$ cat src/rtl/hps_fifo_sched.sv
// rtl/hps_fifo_sched.sv - HPS<->FPGA Avalon FIFO read sequencer and round-robin write arbiter
// Optional rd/wr word counters are built when HPS_FIFO_SCHED_STATS_EN is defined.
module hps_fifo_sched #(
  parameter int DATA_W      = 32,
  parameter int F2H_DEPTH   = 256,
  parameter int FILL_MARGIN = 4,
  parameter int RD_LAT      = 1,
  parameter int CSR_LAT     = 2
) (
  input  logic              clk,
  input  logic              rst,
  input  logic              h2f_empty,
  output logic              h2f_rd,
  input  logic              h2f_waitrequest,
  input  logic [DATA_W-1:0] h2f_rdata,
  output logic [DATA_W-1:0] rx_data,
  output logic              rx_valid,
  input  logic              rx_ready,
  input  logic              wr_req0,
  input  logic              wr_req1,
  input  logic [DATA_W-1:0] wr_data0,
  input  logic [DATA_W-1:0] wr_data1,
  output logic              wr_gnt0,
  output logic              wr_gnt1,
  input  logic [31:0]       f2h_fill,
  output logic              f2h_wr,
  output logic [DATA_W-1:0] f2h_wdata,
  input  logic              f2h_waitrequest,
  output logic [15:0]       rd_count,
  output logic [15:0]       wr_count
);

  typedef enum logic [1:0] {IDLE, RD, LAT, HOLD} rd_state_t;

  localparam logic [32:0] WR_LIMIT = 33'(F2H_DEPTH - FILL_MARGIN);

  rd_state_t state, state_nxt;
  logic [2:0] lat_cnt;
  logic [2:0] holdoff;
  logic       rd_accept;
  logic       lat_done;
  logic       rx_hs;

  assign h2f_rd    = (state == RD);
  assign rd_accept = (state == RD) && !h2f_waitrequest;
  assign lat_done  = (state == LAT) && (lat_cnt == 3'(RD_LAT - 1));
  assign rx_hs     = rx_valid && rx_ready;

  always_comb begin
    state_nxt = state;
    case (state)
      IDLE: if (!h2f_empty && holdoff == 3'd0 && !rx_valid) state_nxt = RD;
      RD:   if (!h2f_waitrequest) state_nxt = LAT;
      LAT:  if (lat_done) state_nxt = HOLD;
      HOLD: if (rx_ready) state_nxt = IDLE;
      default: state_nxt = IDLE;
    endcase
  end

  // holdoff masks the empty flag until the CSR readback reflects the last pop
  always_ff @(posedge clk or negedge rst) begin
    if (!rst) begin
      state    <= IDLE;
      lat_cnt  <= 3'd0;
      holdoff  <= 3'd0;
      rx_valid <= 1'b0;
      rx_data  <= '0;
    end else begin
      state   <= state_nxt;
      lat_cnt <= (state == LAT) ? lat_cnt + 3'd1 : 3'd0;
      if (rd_accept)
        holdoff <= 3'(CSR_LAT);
      else if (holdoff != 3'd0)
        holdoff <= holdoff - 3'd1;
      if (lat_done) begin
        rx_data  <= h2f_rdata;
        rx_valid <= 1'b1;
      end else if (rx_hs) begin
        rx_valid <= 1'b0;
      end
    end
  end

  logic [CSR_LAT-1:0] infl_sr;
  logic [3:0]         inflight;
  logic [32:0]        fill_sum;
  logic               permitted;
  logic               wr_accept;
  logic               wr_start;
  logic               sel;
  logic               wsel;
  logic               favour;

  always_comb begin
    inflight = 4'd0;
    for (int i = 0; i < CSR_LAT; i++)
      inflight = inflight + {3'd0, infl_sr[i]};
  end

  // writes still invisible in the stale fill readback are added back in
  assign fill_sum  = {1'b0, f2h_fill} + {29'd0, inflight};
  assign permitted = fill_sum < WR_LIMIT;
  assign wr_accept = f2h_wr && !f2h_waitrequest;
  assign wr_start  = !f2h_wr && permitted && (wr_req0 || wr_req1);
  assign sel       = (wr_req0 && wr_req1) ? favour : wr_req1;

  always_ff @(posedge clk or negedge rst) begin
    if (!rst) begin
      f2h_wr    <= 1'b0;
      f2h_wdata <= '0;
      wsel      <= 1'b0;
      favour    <= 1'b0;
      wr_gnt0   <= 1'b0;
      wr_gnt1   <= 1'b0;
      infl_sr   <= '0;
    end else begin
      wr_gnt0 <= wr_accept && !wsel;
      wr_gnt1 <= wr_accept && wsel;
      infl_sr <= (infl_sr << 1) | CSR_LAT'(wr_accept);
      if (wr_accept) begin
        f2h_wr <= 1'b0;
        favour <= ~wsel;
      end else if (wr_start) begin
        f2h_wr    <= 1'b1;
        wsel      <= sel;
        f2h_wdata <= sel ? wr_data1 : wr_data0;
      end
    end
  end

`ifdef HPS_FIFO_SCHED_STATS_EN
  always_ff @(posedge clk or negedge rst) begin
    if (!rst) begin
      rd_count <= 16'd0;
      wr_count <= 16'd0;
    end else begin
      if (rx_hs)     rd_count <= rd_count + 16'd1;
      if (wr_accept) wr_count <= wr_count + 16'd1;
    end
  end
`else
  assign rd_count = 16'd0;
  assign wr_count = 16'd0;
`endif

endmodule

$ cat config.mk
export PLATFORM = sky130hd
export DESIGN_NAME = hps_fifo_sched
export DESIGN_NICKNAME = d
export VERILOG_FILES = /design/src/rtl/hps_fifo_sched.sv
export SDC_FILE = /design/constraint.sdc
export NUM_CORES = 1
export LEC_CHECK = 0
export ABC_CLOCK_PERIOD_IN_PS = 5000
export CORE_AREA = 10 10 117 119
export DETAILED_ROUTE_END_ITERATION = 10
export DIE_AREA = 0 0 127 129
export PLACE_DENSITY = 0.81
export SKIP_LAST_GASP = 1
export SLEW_MARGIN = 5
export SYNTH_ARGS = -nofsm -noshare
export SYNTH_HDL_FRONTEND = slang
export SYNTH_SLANG_ARGS = --single-unit
export TNS_END_PERCENT = 10
$ cat constraint.sdc
create_clock -name clk -period 5 [get_ports clk]
set_input_delay 1 -clock clk [delete_from_list [all_inputs] [get_ports clk]]
set_output_delay 1 -clock clk [all_outputs]
set_load 0.05 [all_outputs]
# Yosys cells after proc, flatten, opt, wreduce, memory -nomap -nowiden
# Cells that the tools add are included.
# op_classes
add_sub_neg	4
n_lt_le_gt_ge	1
eq_ne	7
mux	14
bitwise_logic	3
reduce_logical	27
# op_table
op	n
32-bit by 2-bit adder with 33-bit output	1
33-bit by 8-bit less-than comparator with 1-bit output (second input constant)	1
32-bit 2-to-1 mux	1
1-bit logical AND	11
3-bit 2-to-1 mux	3
2-bit 2-to-1 mux	4
2-bit inequality test (second input constant)	4
2-bit case mux with 4 select lines	1
1-bit logical NOT	6
3-bit logical NOT	2
2-bit nonzero test	3
1-bit 2-to-1 mux	5
2-bit equality test (second input constant)	2
4-bit AND reduction	1
3-bit by 1-bit adder with 3-bit output (second input constant)	1
3-bit nonzero test	1
3-bit by 1-bit subtractor with 3-bit output (second input constant)	1
1-bit by 1-bit adder with 2-bit output	1
2-bit by 1-bit equality test with 1-bit output (second input constant)	1
2-bit logical NOT	1
1-bit NOT	2
2-bit by 1-bit OR with 2-bit output	1
2-bit AND reduction	1
1-bit logical OR	1
# totals
reg_bits	80
output_inout_bits	101
elab_cells	68

# Logic depth before layout (Yosys ltp)
# logic_depth
word_depth	7
ltp_mapped	10

# Worst setup path after synthesis
# OpenSTA, ideal clock, no wires.
# synth_path
kind	input port to flip-flop
from	input f2h_fill[0]
to	register f2h_wdata[10]
arrival_ns	4.282
setup_slack_ns	0.593
cell_stages	10
n_path_buf	2
cell_sequence	ha_1 > a21oi_1 > or4_1 > clkbuf_2 > or4_2 > mux2i_1 > a2111o_1 > a2111oi_4 > buf_6 > mux2_4
# synth_between
elab_chain_cells	5
# synth_lines
element	line_no	rtl
start, declared	25	input logic [31:0] f2h_fill,
32-bit by 2-bit adder with 33-bit output	101	assign fill_sum = {1'b0, f2h_fill} + {29'd0, inflight};
33-bit by 8-bit less-than comparator with 1-bit output	102	assign permitted = fill_sum < WR_LIMIT;
1-bit logical AND (2 in series)	104	assign wr_start = !f2h_wr && permitted && (wr_req0 || wr_req1);
2-bit AND reduction (no line)	--	
end signal, assigned	126	f2h_wdata <= sel ? wr_data1 : wr_data0;
end, declared	27	output logic [DATA_W-1:0] f2h_wdata,
# No other way between the ends.
# A chain may end at the register's enable or synchronous reset.

# Worst setup path in the final report
# layout_path
from	input f2h_fill[0]
to	register f2h_wdata[23]
# The elaborated chain is that of the path after synthesis.

==> impl_metrics.prom <==
# TYPE chip_impl_metric gauge
chip_impl_metric{name="synth.avg_cell_area",unit="um2"} 12.3
chip_impl_metric{name="flip_flop_and_latch_count_after_synthesis",unit=""} 80
chip_impl_metric{name="site_rows",unit=""} 39
chip_impl_metric{name="report.final.slew_viol_count",unit=""} 0
chip_impl_info{name="timing.critical_path.from",value="f2h_fill[0]"} 1
chip_impl_metric{name="timing.critical_path.arrival",unit="ns"} 4.65
chip_impl_metric{name="synth-seq-area-share",unit="%"} 45.0
chip_impl_metric{name="finalCoreUtilization",unit="%"} 60.3
chip_impl_metric{name="drt-vias-per-instance",unit=""} 4.91
chip_impl_info{name="clockRootBuffer",value="sky130_fd_sc_hd__clkbuf_16"} 1
chip_impl_info{name="hold_path.class",value="register to register"} 1
chip_impl_metric{name="via_count",unit=""} 3525
chip_impl_info{name="cpMaxStageDelayCell",value="sky130_fd_sc_hd__or4_2"} 1
chip_impl_metric{name="insertedDiodeCount",unit=""} 0
chip_impl_metric{name="detail-route-antenna-nets",unit=""} 0
chip_impl_metric{name="post_route_cells_drive_above_1_share",unit="%"} 22.3
chip_impl_metric{name="initial_antenna_violation_count",unit=""} 0
chip_impl_metric{name="cts_post_setup_buffers_inserted",unit=""} 0
chip_impl_metric{name="post_synthesis_cell_area",unit="um2"} 4450
chip_impl_metric{name="grt_pass1_vias",unit=""} 4111
chip_impl_info{name="criticalPathCategory",value="primary input to register"} 1
chip_impl_info{name="endpoint",value="f2h_wdata[23]"} 1
chip_impl_metric{name="final_skew",unit="ns"} 0.0174
chip_impl_info{name="rsz_0062_raised_after_global_routing",value="false"} 1
chip_impl_metric{name="number_of_failing_setup_endpoints_in_the_final_timing_report",unit=""} 0
chip_impl_metric{name="number_of_maximum_capacitance_violations",unit=""} 0
chip_impl_metric{name="max-vdd-ir-drop",unit="V"} 0.000423
chip_impl_info{name="critical_path.cell_chain",value="clkdlybuf4s50_1, ha_1, a21oi_1, or4_1, or4_2, mux2i_1, a2111o_1, a2111oi_4, buf_4, mux2_4"} 1
chip_impl_info{name="timing.hold.worst.start",value="infl_sr[0]"} 1
chip_impl_metric{name="clock.fmax",unit="MHz"} 225
chip_impl_metric{name="cts.sink_count",unit=""} 80
chip_impl_metric{name="cts-htree-levels",unit=""} 3
chip_impl_metric{name="post_cts_resized",unit=""} 0
chip_impl_metric{name="io_pins",unit=""} 237
chip_impl_metric{name="setup.reg_to_reg.worst_slack",unit="ns"} 1.26
chip_impl_metric{name="detail_route.wirelength",unit="um"} 13000
chip_impl_metric{name="die_boundary_width",unit="um"} 127
chip_impl_metric{name="grt.total_usage",unit="%"} 15.7
chip_impl_metric{name="layout_worst_path_cycle_share",unit="%"} 88.8
chip_impl_metric{name="finalCriticalPeriod",unit="ns"} 4.44
chip_impl_info{name="worst_setup_path_end_kind",value="register"} 1
chip_impl_metric{name="core",unit="um2"} 11300
chip_impl_metric{name="floorplan.initialDensity",unit="%"} 39.3
chip_impl_info{name="outcome",value="finished, final reports clean"} 1
chip_impl_metric{name="syn_to_final_growth",unit="%"} 53.2
chip_impl_metric{name="synth.lib_cells_used.distinct",unit=""} 53
chip_impl_metric{name="postSynthCellCount",unit=""} 363
chip_impl_metric{name="drt_drc_violations_left",unit=""} 0
chip_impl_metric{name="cts.clk_slew.worst_paths",unit="ns"} 0.06
chip_impl_metric{name="die_height",unit="um"} 129
chip_impl_metric{name="final_nets",unit=""} 716
chip_impl_info{name="worstReg2RegEnd",value="f2h_wdata[23]"} 1
chip_impl_metric{name="floorplan.die_area",unit="um2"} 16400
chip_impl_metric{name="wl_per_cell",unit="um"} 18.1
chip_impl_info{name="setup.worst_path.start_class",value="primary input"} 1
chip_impl_info{name="critical_path.reg2reg.startpoint",value="infl_sr[0]"} 1
chip_impl_metric{name="dp_hpwl",unit="um"} 10400
chip_impl_metric{name="timing.critical_path.slowest_cell_delay",unit="ns"} 0.69
chip_impl_metric{name="synth_edf_count",unit=""} 0
chip_impl_metric{name="worst_skew_pair.late_latency",unit="ns"} 0.34
chip_impl_metric{name="worstPathMaxFanout",unit=""} 14
chip_impl_info{name="tritoncts",value="yes"} 1
chip_impl_metric{name="worstPathRequired",unit="ns"} 5.21
chip_impl_metric{name="r2r.worst_path.cells",unit=""} 9
chip_impl_metric{name="grt_max_degree",unit=""} 81
chip_impl_info{name="synth-main-ff-cell",value="sky130_fd_sc_hd__dfrtp_1"} 1
chip_impl_metric{name="p_leak",unit="nW"} 2.93
chip_impl_metric{name="cts_buffers",unit=""} 9
chip_impl_metric{name="yosysWarnings",unit=""} 0
chip_impl_metric{name="drtPass1Iterations",unit=""} 4
chip_impl_metric{name="final_critical_path_setup_slack",unit="ns"} 0.561
chip_impl_metric{name="total_neg_setup_slack",unit="ns"} 0
chip_impl_metric{name="worst_slew_margin_rel",unit="%"} 24.2
chip_impl_metric{name="dp_worst_setup_slack",unit="ns"} 0.191
chip_impl_metric{name="place_congestion",unit=""} 0.858
chip_impl_metric{name="cts.path.max_buffers",unit=""} 2
chip_impl_metric{name="globalRoute.totalOverflow",unit=""} 0
chip_impl_metric{name="async_flop_share",unit="%"} 100
chip_impl_metric{name="worstMarginPinSlew",unit="ns"} 1.13
chip_impl_metric{name="power-per-cell-area",unit="nW/um2"} 442
chip_impl_metric{name="hold_viol",unit=""} 0
chip_impl_metric{name="grt_pass1_wl",unit="um"} 20900
chip_impl_metric{name="post_cts_hold_buffer_count",unit=""} 0
chip_impl_metric{name="detail_route.iter0.violations",unit=""} 136
chip_impl_metric{name="port-buffer-count",unit=""} 204
[through the flow]
step	hold slack [ns]	area [um2]	total power, mW	std cells
2_1_floorplan	0.357	4570	1.89	394
3_3_place_gp	0.370	6540	2.36	702
3_5_place_dp	0.380	6540	2.40	702
4_1_cts	0.393	6820	3.06	718
5_1_grt	0.408	6820	3.18	718
6_report	0.392	6820	3.02	718
[cells in the final DEF (no fill, tap or decap), drive strengths merged, types with 2 or more instances in the layout]
cell,count
clkdlybuf4s50,203
mux2,97
dfrtp,80
conb,32
inv,22
nor2,15
nand4,11
ha,10
nand2,9
clkbuf,9
nor3,7
nand3,6
buf,6
and2,5
mux2i,5
a21oi,4
nor4,4
or4,4
nor2b,3
nand2b,3
a21o,3
o31ai,3
o21ai,3
xor2,2
a311oi,2
a31oi,2
a211oi,2
a2111o,2
clkinv,2
[cell type report]
class,count,area (um2)
fill,885,4500
multi-input combinational,252,2200
timing repair buffer,209,2090
sequential,80,2000
clock buffer,9,225
tap,143,179
inverter,18,67.6
clock inverter,7,61.3
[where the power goes]
group          leakage (nW)  internal [mW]  switching, mW
logic                  1.76          0.595          0.884
clock network         0.140          0.347          0.281
registers              1.03          0.818         0.0929
total                  2.93           1.76           1.26
[how the worst min path moves through the flow]
stage	endpoint	slack [ns]	cells after the start
final	infl_sr[1]	0.39	0
after floorplan	infl_sr[1]	0.36	0
after detailed placement	infl_sr[1]	0.38	0
after global placement	infl_sr[1]	0.37	0
after CTS	infl_sr[1]	0.39	0
after global routing	infl_sr[1]	0.41	0
[flip-flops by register name, summed over array words and instances, names as in the netlist]
register,count
wr_gnt1,1
f2h_wr,1
state,2
wr_gnt0,1
rx_data,32
holdoff,3
infl_sr,2
f2h_wdata,32
favour,1
wsel,1
rx_valid,1
lat_cnt,3
[worst max-delay path, delay by kind of cell]
kind	cells	cell delay (ns)
AND/OR/NAND/NOR	2	1.19
AO/OA/AOI/OAI	3	0.97
buffers and inverters	2	0.74
multiplexers	2	0.47
adder cells (fa/ha/maj)	1	0.27
[cells in the mapped netlist (3+ instances only)]
cell type | instances | share of area [%]
sky130_fd_sc_hd__a21o_1 | 3 | 0.51
sky130_fd_sc_hd__a21oi_1 | 4 | 0.45
sky130_fd_sc_hd__and2_1 | 5 | 0.70
sky130_fd_sc_hd__buf_4 | 32 | 5.4
sky130_fd_sc_hd__buf_6 | 3 | 0.76
sky130_fd_sc_hd__clkbuf_1 | 6 | 0.51
sky130_fd_sc_hd__dfrtp_1 | 80 | 45
sky130_fd_sc_hd__ha_1 | 10 | 2.8
sky130_fd_sc_hd__inv_1 | 18 | 1.5
sky130_fd_sc_hd__mux2_2 | 69 | 17
sky130_fd_sc_hd__mux2_4 | 28 | 9.4
sky130_fd_sc_hd__mux2i_1 | 5 | 1.1
sky130_fd_sc_hd__nand2_1 | 9 | 0.76
sky130_fd_sc_hd__nand2b_1 | 3 | 0.42
sky130_fd_sc_hd__nand3_1 | 6 | 0.67
sky130_fd_sc_hd__nand4_1 | 10 | 1.4
sky130_fd_sc_hd__nor2_1 | 15 | 1.3
sky130_fd_sc_hd__nor2b_1 | 3 | 0.42
sky130_fd_sc_hd__nor3_1 | 7 | 0.79
sky130_fd_sc_hd__nor4_1 | 4 | 0.56
[per-layer routing]
layer	GRT usage (%)	wire, um	vias up	part of all wire (%)
met5	0	0	-	0
met4	4.09	161	0	1.2
met3	10.8	1930	14	15
met2	26.8	6370	180	49
met1	15.1	4550	1678	35
li1	-	-	1653	-
[cell families (layout without fill, tap and decap cells)]
family          after synthesis  in the layout  share of synthesized area, %
mux                         102            102                          28.0
flops                        80             80                          45.0
simple gates                 72             72                          8.82
buf+inv                      62            243                          8.51
compound gates               33             33                          6.21
fa+ha+maj                    10             10                          2.81
xor+xnor                      3              3                         0.590
other cells                   1             32                        0.0842
No activity file was read; power rests on OpenSTA's default activity.
